File: config.mk
export PLATFORM = sky130hd
export DESIGN_NAME = mips_multicycle_core_flat
export DESIGN_NICKNAME = d
export VERILOG_FILES = /design/src/rtl/mips_pkg.sv /design/src/rtl/mips_multicycle_core_if.sv /design/src/rtl/multicycle_control.sv /design/src/rtl/mips_multicycle_core.sv /design/src/flat_wrapper.sv
export SDC_FILE = /design/constraint.sdc
export NUM_CORES = 2
export LEC_CHECK = 0
export CAP_MARGIN = 20
export CELL_PAD_IN_SITES_DETAIL_PLACEMENT = 0
export CELL_PAD_IN_SITES_GLOBAL_PLACEMENT = 2
export CORE_UTILIZATION = 45
export CTS_CLUSTER_SIZE = 12
export DETAILED_ROUTE_END_ITERATION = 8
export HOLD_SLACK_MARGIN = 0.12
export PLACE_DENSITY = 0.92
export SETUP_SLACK_MARGIN = 0.4
export SKIP_LAST_GASP = 1
export SYNTH_ARGS = -nofsm -noshare
export SYNTH_HDL_FRONTEND = slang
export SYNTH_SLANG_ARGS = --single-unit
File: constraint.sdc
create_clock -name clk -period 10 [get_ports clk]
set_input_delay 1 -clock clk [delete_from_list [all_inputs] [get_ports clk]]
set_output_delay 1 -clock clk [all_outputs]
set_load 0.1 [all_outputs]
File: src/rtl/mips_pkg.sv
// Shared definitions for the multi-cycle MIPS32 core:
// opcodes, functs, FSM states, ALU ops and decode helpers.
package mips_pkg;

  localparam logic [31:0] DEF_TEXT_BASE = 32'h0040_0000;
  localparam logic [31:0] DEF_DATA_BASE = 32'h1001_0000;
  localparam logic [31:0] DEF_PORT_OUT  = 32'hFFFF_0000;
  localparam logic [31:0] DEF_PORT_IN   = 32'hFFFF_0004;

  localparam logic [5:0] OP_RTYPE = 6'h00;
  localparam logic [5:0] OP_J     = 6'h02;
  localparam logic [5:0] OP_JAL   = 6'h03;
  localparam logic [5:0] OP_BEQ   = 6'h04;
  localparam logic [5:0] OP_BNE   = 6'h05;
  localparam logic [5:0] OP_ADDI  = 6'h08;
  localparam logic [5:0] OP_ANDI  = 6'h0C;
  localparam logic [5:0] OP_ORI   = 6'h0D;
  localparam logic [5:0] OP_LUI   = 6'h0F;
  localparam logic [5:0] OP_LW    = 6'h23;
  localparam logic [5:0] OP_SW    = 6'h2B;

  localparam logic [5:0] FN_SLL = 6'h00;
  localparam logic [5:0] FN_SRL = 6'h02;
  localparam logic [5:0] FN_JR  = 6'h08;
  localparam logic [5:0] FN_ADD = 6'h20;
  localparam logic [5:0] FN_SUB = 6'h22;
  localparam logic [5:0] FN_AND = 6'h24;
  localparam logic [5:0] FN_OR  = 6'h25;
  localparam logic [5:0] FN_NOR = 6'h27;
  localparam logic [5:0] FN_SLT = 6'h2A;

  typedef enum logic [2:0] {
    FETCH, DECODE, EXEC, MEM, WB
  } state_t;

  typedef enum logic [3:0] {
    ALU_ADD, ALU_SUB, ALU_AND, ALU_OR, ALU_NOR,
    ALU_SLT, ALU_SLL, ALU_SRL, ALU_LUI
  } aluOp_t;

  typedef enum logic [3:0] {
    K_ALUR, K_ALUI, K_LW, K_SW, K_BEQ,
    K_BNE, K_J, K_JAL, K_JR, K_ILL
  } kind_t;

  function automatic kind_t decodeKind(
    input logic [5:0] op,
    input logic [5:0] fn
  );
    kind_t k;
    k = K_ILL;
    case (op)
      OP_RTYPE:
        case (fn)
          FN_ADD, FN_SUB, FN_AND, FN_OR,
          FN_NOR, FN_SLT, FN_SLL, FN_SRL:
            k = K_ALUR;
          FN_JR:   k = K_JR;
          default: k = K_ILL;
        endcase
      OP_ADDI, OP_ANDI, OP_ORI, OP_LUI:
        k = K_ALUI;
      OP_LW:   k = K_LW;
      OP_SW:   k = K_SW;
      OP_BEQ:  k = K_BEQ;
      OP_BNE:  k = K_BNE;
      OP_J:    k = K_J;
      OP_JAL:  k = K_JAL;
      default: k = K_ILL;
    endcase
    return k;
  endfunction

  function automatic aluOp_t decodeAlu(
    input logic [5:0] op,
    input logic [5:0] fn
  );
    aluOp_t o;
    o = ALU_ADD;
    if (op == OP_RTYPE) begin
      case (fn)
        FN_SUB:  o = ALU_SUB;
        FN_AND:  o = ALU_AND;
        FN_OR:   o = ALU_OR;
        FN_NOR:  o = ALU_NOR;
        FN_SLT:  o = ALU_SLT;
        FN_SLL:  o = ALU_SLL;
        FN_SRL:  o = ALU_SRL;
        default: o = ALU_ADD;
      endcase
    end else begin
      case (op)
        OP_ANDI: o = ALU_AND;
        OP_ORI:  o = ALU_OR;
        OP_LUI:  o = ALU_LUI;
        default: o = ALU_ADD;
      endcase
    end
    return o;
  endfunction

  function automatic logic [31:0] aluCompute(
    input aluOp_t      op,
    input logic [31:0] a,
    input logic [31:0] b,
    input logic [4:0]  sh
  );
    logic [31:0] r;
    case (op)
      ALU_ADD: r = a + b;
      ALU_SUB: r = a - b;
      ALU_AND: r = a & b;
      ALU_OR:  r = a | b;
      ALU_NOR: r = ~(a | b);
      ALU_SLT: r = {31'b0, $signed(a) < $signed(b)};
      ALU_SLL: r = b << sh;
      ALU_SRL: r = b >> sh;
      ALU_LUI: r = {b[15:0], 16'h0000};
      default: r = '0;
    endcase
    return r;
  endfunction

endpackage

File: src/rtl/mips_multicycle_core_if.sv
// Shared instruction/data memory port with req/ready
// handshake; the core is master, the memory is slave.
interface mips_multicycle_core_if;
  logic        mem_req;
  logic        mem_instr;
  logic        mem_we;
  logic [31:0] mem_addr;
  logic [31:0] mem_wdata;
  logic [31:0] mem_rdata;
  logic        mem_ready;

  modport master (
    output mem_req, mem_instr, mem_we,
    output mem_addr, mem_wdata,
    input  mem_rdata, mem_ready
  );

  modport slave (
    input  mem_req, mem_instr, mem_we,
    input  mem_addr, mem_wdata,
    output mem_rdata, mem_ready
  );
endinterface

File: src/rtl/multicycle_control.sv
// Control FSM: state register, next-state logic and
// per-state strobes for memory, retire and regfile write.
module multicycle_control
  import mips_pkg::*;
(
  input  logic   clk,
  input  logic   reset,
  input  kind_t  kind,
  input  logic   memReady,
  input  logic   portOutHit,
  input  logic   portInHit,
  output state_t state,
  output logic   memReq,
  output logic   memInstr,
  output logic   memWe,
  output logic   memAck,
  output logic   retire,
  output logic   regWrite
);

  state_t nextState;
  logic   reqRaw;
  logic   retRaw;
  logic   wrRaw;

  // state register, forced to FETCH by reset
  always_ff @(posedge clk) begin
    if (reset) state <= FETCH;
    else       state <= nextState;
  end

  // next state and strobes for the current state
  always_comb begin
    nextState = state;
    reqRaw    = 1'b0;
    memInstr  = 1'b0;
    memWe     = 1'b0;
    retRaw    = 1'b0;
    wrRaw     = 1'b0;
    unique case (state)
      FETCH: begin
        reqRaw   = 1'b1;
        memInstr = 1'b1;
        if (memReady) nextState = DECODE;
      end
      DECODE: nextState = EXEC;
      EXEC: begin
        unique case (kind)
          K_ALUR, K_ALUI: nextState = WB;
          K_LW, K_SW:     nextState = MEM;
          default: begin
            nextState = FETCH;
            retRaw    = 1'b1;
            wrRaw     = (kind == K_JAL);
          end
        endcase
      end
      MEM: begin
        if (kind == K_SW && portOutHit) begin
          nextState = FETCH;
          retRaw    = 1'b1;
        end else if (kind == K_LW && portInHit) begin
          nextState = WB;
        end else begin
          reqRaw = 1'b1;
          memWe  = (kind == K_SW);
          if (memReady) begin
            nextState = memWe ? FETCH : WB;
            retRaw    = memWe;
          end
        end
      end
      WB: begin
        wrRaw     = 1'b1;
        retRaw    = 1'b1;
        nextState = FETCH;
      end
      default: nextState = FETCH;
    endcase
  end

  assign memReq   = reqRaw & ~reset;
  assign memAck   = memReq & memReady;
  assign retire   = retRaw & ~reset;
  assign regWrite = wrRaw & ~reset;

endmodule

File: src/rtl/mips_multicycle_core.sv
// Multi-cycle MIPS32 core: datapath, regfile and ALU,
// sequenced by multicycle_control over one memory port.
module mips_multicycle_core
  import mips_pkg::*;
#(
  parameter logic [31:0] TEXT_BASE     = DEF_TEXT_BASE,
  parameter logic [31:0] DATA_BASE     = DEF_DATA_BASE,
  parameter logic [31:0] PORT_OUT_ADDR = DEF_PORT_OUT,
  parameter logic [31:0] PORT_IN_ADDR  = DEF_PORT_IN
) (
  input  logic        clk,
  input  logic        reset,
  input  logic [7:0]  PortIn,
  mips_multicycle_core_if.master bus,
  output logic [31:0] ALUResultOut,
  output logic [31:0] PortOut,
  output logic        InstrRetired,
  output logic        IllegalOp
);

  logic [31:0] pc, ir, a, b, mdr, aluOut;
  logic [31:0] portOut;
  logic        illegal;
  logic [31:0] rf [32];

  state_t state;
  kind_t  kind;
  aluOp_t aluOp;
  logic   memAck, regWrite, portOutHit, portInHit;

  logic [5:0]  opc, fn;
  logic [4:0]  rs, rt, rd, shamt, wAddr;
  logic [31:0] immSe, immZe, bSel, aluRes;
  logic [31:0] wData, jTarget, addrRaw;

  assign opc     = ir[31:26];
  assign rs      = ir[25:21];
  assign rt      = ir[20:16];
  assign rd      = ir[15:11];
  assign shamt   = ir[10:6];
  assign fn      = ir[5:0];
  assign immSe   = {{16{ir[15]}}, ir[15:0]};
  assign immZe   = {16'h0000, ir[15:0]};
  assign jTarget = {pc[31:28], ir[25:0], 2'b00};

  assign kind  = decodeKind(opc, fn);
  assign aluOp = decodeAlu(opc, fn);

  assign portOutHit = (aluOut == PORT_OUT_ADDR);
  assign portInHit  = (aluOut == PORT_IN_ADDR);

  multicycle_control ctrl (
    .clk        (clk),
    .reset      (reset),
    .kind       (kind),
    .memReady   (bus.mem_ready),
    .portOutHit (portOutHit),
    .portInHit  (portInHit),
    .state      (state),
    .memReq     (bus.mem_req),
    .memInstr   (bus.mem_instr),
    .memWe      (bus.mem_we),
    .memAck     (memAck),
    .retire     (InstrRetired),
    .regWrite   (regWrite)
  );

  assign addrRaw = bus.mem_instr ? (pc - TEXT_BASE)
                                 : (aluOut - DATA_BASE);
  assign bus.mem_addr  = addrRaw & 32'hFFFF_FFFC;
  assign bus.mem_wdata = b;

  // second ALU operand: rt, sign- or zero-extended imm
  always_comb begin
    bSel = immZe;
    unique case (1'b1)
      kind == K_ALUR: bSel = b;
      opc == OP_ADDI,
      kind == K_LW,
      kind == K_SW:   bSel = immSe;
      default:        bSel = immZe;
    endcase
  end

  assign aluRes = aluCompute(aluOp, a, bSel, shamt);

  // writeback destination and data, jal links to $31
  always_comb begin
    wAddr = rt;
    wData = aluOut;
    if (kind == K_JAL) begin
      wAddr = 5'd31;
      wData = pc;
    end else if (kind == K_ALUR) begin
      wAddr = rd;
    end
    if (kind == K_LW) wData = mdr;
  end

  // register file, $0 never written so it reads zero
  always_ff @(posedge clk) begin
    if (reset) begin
      for (int i = 0; i < 32; i++) rf[i] <= '0;
    end else if (regWrite && wAddr != 5'd0) begin
      rf[wAddr] <= wData;
    end
  end

  // datapath registers updated per FSM state
  always_ff @(posedge clk) begin
    if (reset) begin
      pc      <= TEXT_BASE;
      ir      <= '0;
      a       <= '0;
      b       <= '0;
      mdr     <= '0;
      aluOut  <= '0;
      portOut <= '0;
      illegal <= 1'b0;
    end else begin
      unique case (state)
        FETCH: begin
          if (memAck) begin
            ir <= bus.mem_rdata;
            pc <= pc + 32'd4;
          end
        end
        DECODE: begin
          a      <= rf[rs];
          b      <= rf[rt];
          aluOut <= pc + {immSe[29:0], 2'b00};
        end
        EXEC: begin
          unique case (kind)
            K_ALUR, K_ALUI,
            K_LW, K_SW: aluOut <= aluRes;
            K_BEQ: if (a == b) pc <= aluOut;
            K_BNE: if (a != b) pc <= aluOut;
            K_J, K_JAL: pc <= jTarget;
            K_JR: pc <= a;
            default: illegal <= 1'b1;
          endcase
        end
        MEM: begin
          if (kind == K_SW && portOutHit)
            portOut <= b;
          else if (kind == K_LW && portInHit)
            mdr <= {24'b0, PortIn};
          else if (memAck && kind == K_LW)
            mdr <= bus.mem_rdata;
        end
        default: ;
      endcase
    end
  end

  assign ALUResultOut = aluOut;
  assign PortOut      = portOut;
  assign IllegalOp    = illegal;

endmodule

File: src/flat_wrapper.sv
// flat-port wrapper written by rule: the top's interface ports become plain ports
module mips_multicycle_core_flat import mips_pkg::*;
#(
  parameter logic [31:0] TEXT_BASE     = DEF_TEXT_BASE,
  parameter logic [31:0] DATA_BASE     = DEF_DATA_BASE,
  parameter logic [31:0] PORT_OUT_ADDR = DEF_PORT_OUT,
  parameter logic [31:0] PORT_IN_ADDR  = DEF_PORT_IN
)
  (clk, reset, PortIn, ALUResultOut, PortOut, InstrRetired, IllegalOp, bus_mem_req, bus_mem_instr, bus_mem_we, bus_mem_addr, bus_mem_wdata, bus_mem_rdata, bus_mem_ready);
  mips_multicycle_core_if bus_i ();
  input  logic clk;
  input  logic reset;
  input  logic [7:0] PortIn;
  output logic [31:0] ALUResultOut;
  output logic [31:0] PortOut;
  output logic InstrRetired;
  output logic IllegalOp;
  output wire logic [$bits(bus_i.mem_req)-1:0] bus_mem_req;
  output wire logic [$bits(bus_i.mem_instr)-1:0] bus_mem_instr;
  output wire logic [$bits(bus_i.mem_we)-1:0] bus_mem_we;
  output wire logic [$bits(bus_i.mem_addr)-1:0] bus_mem_addr;
  output wire logic [$bits(bus_i.mem_wdata)-1:0] bus_mem_wdata;
  input wire logic [$bits(bus_i.mem_rdata)-1:0] bus_mem_rdata;
  input wire logic [$bits(bus_i.mem_ready)-1:0] bus_mem_ready;
  assign bus_mem_req = bus_i.mem_req;
  assign bus_mem_instr = bus_i.mem_instr;
  assign bus_mem_we = bus_i.mem_we;
  assign bus_mem_addr = bus_i.mem_addr;
  assign bus_mem_wdata = bus_i.mem_wdata;
  assign bus_i.mem_rdata = bus_mem_rdata;
  assign bus_i.mem_ready = bus_mem_ready;
  mips_multicycle_core #(.TEXT_BASE(TEXT_BASE), .DATA_BASE(DATA_BASE), .PORT_OUT_ADDR(PORT_OUT_ADDR), .PORT_IN_ADDR(PORT_IN_ADDR)) u_core (.clk(clk), .reset(reset), .PortIn(PortIn), .bus(bus_i), .ALUResultOut(ALUResultOut), .PortOut(PortOut), .InstrRetired(InstrRetired), .IllegalOp(IllegalOp));
endmodule
==> results.ini <==
[status]
status = complete, no violations

[logic_synthesis]
synth.avg_cell_area_sq_um = 11.6
synth.ff_latch_count = 1252
synth_simple_gate_area_share = 0.122
synthAdderAreaFrac = 0.0229
synth_top_family_by_area = multiplexers
synthMuxAreaShare = 0.230
netlist_area_sq_um = 73500
seq_area_frac_synth = 0.480
synth-compound-area-share = 0.0926
synthCells = 6317
yosys_warnings = 0
synthXorXnorAreaFrac = 0.0127
async_reset_ff_frac = 0
synth_cell_types = 92
ys_dominant_reg_cell = edfxtp_1
synth_edf_count = 1024

[power_and_ir_drop]
peakVddDrop_mv = 0.246
power_density_nw_per_um2 = 215
leakage_nw = 26.7

[worst_setup_path]
cp_max_fo = 11
crit_buf_inv = 0
startpoint_type = flip-flop
required_ns = 10.67
cp-end-kind = flip-flop
path_cells = or3_1, nor3_4, nand2_2, mux2i_1, ha_1, a21oi_1, o22ai_1, nor4_1, or3_1, a31oi_1, or4_1, o211ai_1, xor2_1, o221a_2, a2111oi_1
cp_slowest_cell = nor4_1
crit_type = reg -> reg
cpMostUsedCell = or3_1
critical_path_arrival_ns = 7.09
cpPeakStageDelay_ns = 0.90
critPathTopFamily = simple AND/OR/NAND/NOR gates

[sta]
slew-limit-headroom = 0.165
slew_violations = 0
period_needed_ns = 6.42
tightestPinTransition_ns = 1.24
final.setup.tns_ns = 0
finClkSkew_ns = 0.0318
rsz0062_at_grt = false
max_freq_ghz = 0.156
setup_ws_ns = 3.58
finalHoldViolCount = 0
finalSetupViolCount = 0
period_share = 0.642

[cts]
cts_tree = built
post-cts-setup-buffers = 0
h-tree-depth = 4
postCtsHoldBufs = 0
clk_latency_ns = 0.80
path_clk_slew_ns = 0.05
cts_resized = 0
cts_root_buf = clkbuf_16
numCtsBuffers = 141
cts_buffer_depth = 3
cts_num_sinks = 1252

[final_layout]
syn2layout_area_growth_pct = 11.5
fillerInstances = 14000
drive_above_1_share = 0.194
fin_nets = 6419
final_area_sq_um = 82000

[placed_design]
dpl.hpwl_microns = 204000
portBuffers = 173
place_ws_ns = 3.76
gp_congestion = 1.06
placed_area_sq_um = 77700

[global_route]
grt_overflow = 0
grt_pass1_vias = 54600
grt_pass1_wl_microns = 413000
grt_max_degree = 118
grt_antenna_before_repair = 10
grt_use_total = 0.357

[routing]
wirelength_microns = 296000
route.detailed.drc = 0
ant_nets = 0
viasPerCell = 6.77
drt_iter0_markers = 8199
vias = 57600
dr.pass1.iters = 7
wl_per_cell_microns = 34.8

[floorplanning]
die_w_microns = 406
boundaryPins = 176
start_util = 0.455
die_area_sq_um = 165000
core_sq_um = 161000
fp.dieH_microns = 406
rows = 147

[run]
cap_violations = 0

[min_path]
hp-class = reg -> reg

where the power goes:
part           internal [mW]  switching [mW]
Clock                   2.71            2.17
Sequential              5.90           0.485
Combinational           1.83            4.56
Total                   10.4            7.21
Yosys cell counts, types with 17 or more instances:
library cell / instances / area share
xnor2_1: 51 / 0.0061
o211ai_1: 50 / 0.0051
nor2_1: 1284 / 0.066
ha_1: 130 / 0.022
nor2b_1: 21 / 0.0018
o21a_1: 19 / 0.0019
nor3_1: 80 / 0.0054
xor2_1: 56 / 0.0067
nand3_1: 73 / 0.0050
nand2_1: 504 / 0.026
a21oi_1: 328 / 0.022
nand2b_1: 53 / 0.0045
a21o_1: 19 / 0.0019
clkbuf_1: 518 / 0.026
mux2_2: 21 / 0.0032
and3_1: 17 / 0.0014
mux4_2: 667 / 0.20
o22ai_1: 26 / 0.0022
buf_1: 88 / 0.0045
mux2i_1: 162 / 0.022
o21ai_0: 187 / 0.013
nand4_1: 17 / 0.0014
or3_1: 17 / 0.0014
inv_1: 129 / 0.0066
dfxtp_1: 228 / 0.062
buf_2: 21 / 0.0014
a211oi_1: 147 / 0.015
a31oi_1: 29 / 0.0025
edfxtp_1: 1024 / 0.42
nor4_1: 33 / 0.0028
a221oi_1: 43 / 0.0051
metrics by stage:
stage | cells | util | hold slack (ns) | power, mW
detailed placement | 8255 | 0.481 | 0.447 | 12.7
global route | 8503 | 0.508 | 0.466 | 18.1
CTS | 8498 | 0.507 | 0.455 | 17.5
global placement | 8252 | 0.481 | 0.440 | 12.7
floorplan | 6350 | - | 0.432 | 10.2
finish | 8509 | 0.508 | 0.453 | 17.7
tightest hold or removal path: stages (launching register included):
cell and delay, ns:
dfxtp_1 0.30, nand2_1 0.05, a21oi_1 0.05
path summary, 6_finish.rpt:
check,start,end,slack [ns],depth (start not counted)
setup reg to reg,u_core.ir[28],u_core.ALUResultOut[23],3.58,15
hold reg to reg,u_core.mdr[11],u_core.mdr[11],0.45,2
hold / removal,u_core.mdr[11],u_core.mdr[11],0.45,2
setup / recovery,u_core.ir[28],u_core.ALUResultOut[23],3.58,15
area by class of cell:
cell class              instances  area, sq um  share of cell area
repair buffers                382         3450              0.0421
flip-flops and latches       1252        35400               0.431
multi-input cells            4335        35800               0.436
diodes                          6         15.0            0.000183
clock inverters                49          410             0.00500
inverters                     131          494             0.00603
well taps                    2160         2700              0.0329
clock buffers                 194         3790              0.0462
routing by layer:
metal / track usage / vias to the layer above / part of all wire
met1: 0.458 / 29000 / 0.36
met5: 0 / - / 0.00026
met2: 0.564 / 4179 / 0.46
met3: 0.0781 / 811 / 0.11
li1: - / 23600 / -
met4: 0.192 / 12 / 0.065
cells in the final DEF, fill, tap and decap left out, types with 15 or more instances in the layout:
cell type / count
xnor2_1: 51
edfxtp_1: 1024
xor2_1: 56
clkinv_1: 22
a221oi_1: 43
ha_1: 130
or3_1: 17
a31oi_1: 29
o21ai_2: 32
nor4_1: 31
nand2b_2: 31
o211ai_1: 50
nand2_1: 472
a21oi_1: 328
clkbuf_1: 49
o21ai_0: 155
and3_1: 17
nor3_1: 77
mux4_2: 667
nand3_1: 71
o31ai_1: 16
conb_1: 34
nand4_1: 17
dfxtp_1: 214
nand2b_1: 22
inv_1: 129
a211oi_1: 147
a21o_1: 19
mux2_2: 21
o21a_1: 19
a22oi_1: 15
o22ai_1: 26
mux2i_1: 162
clkbuf_16: 143
nand2_2: 33
nor2_1: 1280
a2111oi_0: 15
nor2b_1: 19
buf_4: 198
clkdlybuf4s50_1: 172
registers in the layout, summed over array words and instances, names as in the netlist:
name                  count
u_core.rf              1024
u_core.IllegalOp          1
u_core.bus.mem_wdata     32
u_core.ir                32
u_core.mdr               32
u_core.PortOut           32
u_core.ctrl.state         3
u_core.pc                32
u_core.ALUResultOut      32
u_core.a                 32
cell families (layout without fill, tap and decap cells):
logic type                 count (synthesis)  after routing
AOI/OAI and AO/OA                       1044           1044
xor gates and xnor gates                 107            107
adders and majority gates                133            133
buffers and inverters                    763            756
DFF                                     1252           1252
muxes                                    850            850
other                                      1             40
and+or+nand+nor                         2167           2167
Note: power is estimated with default switching activity, not from simulation.
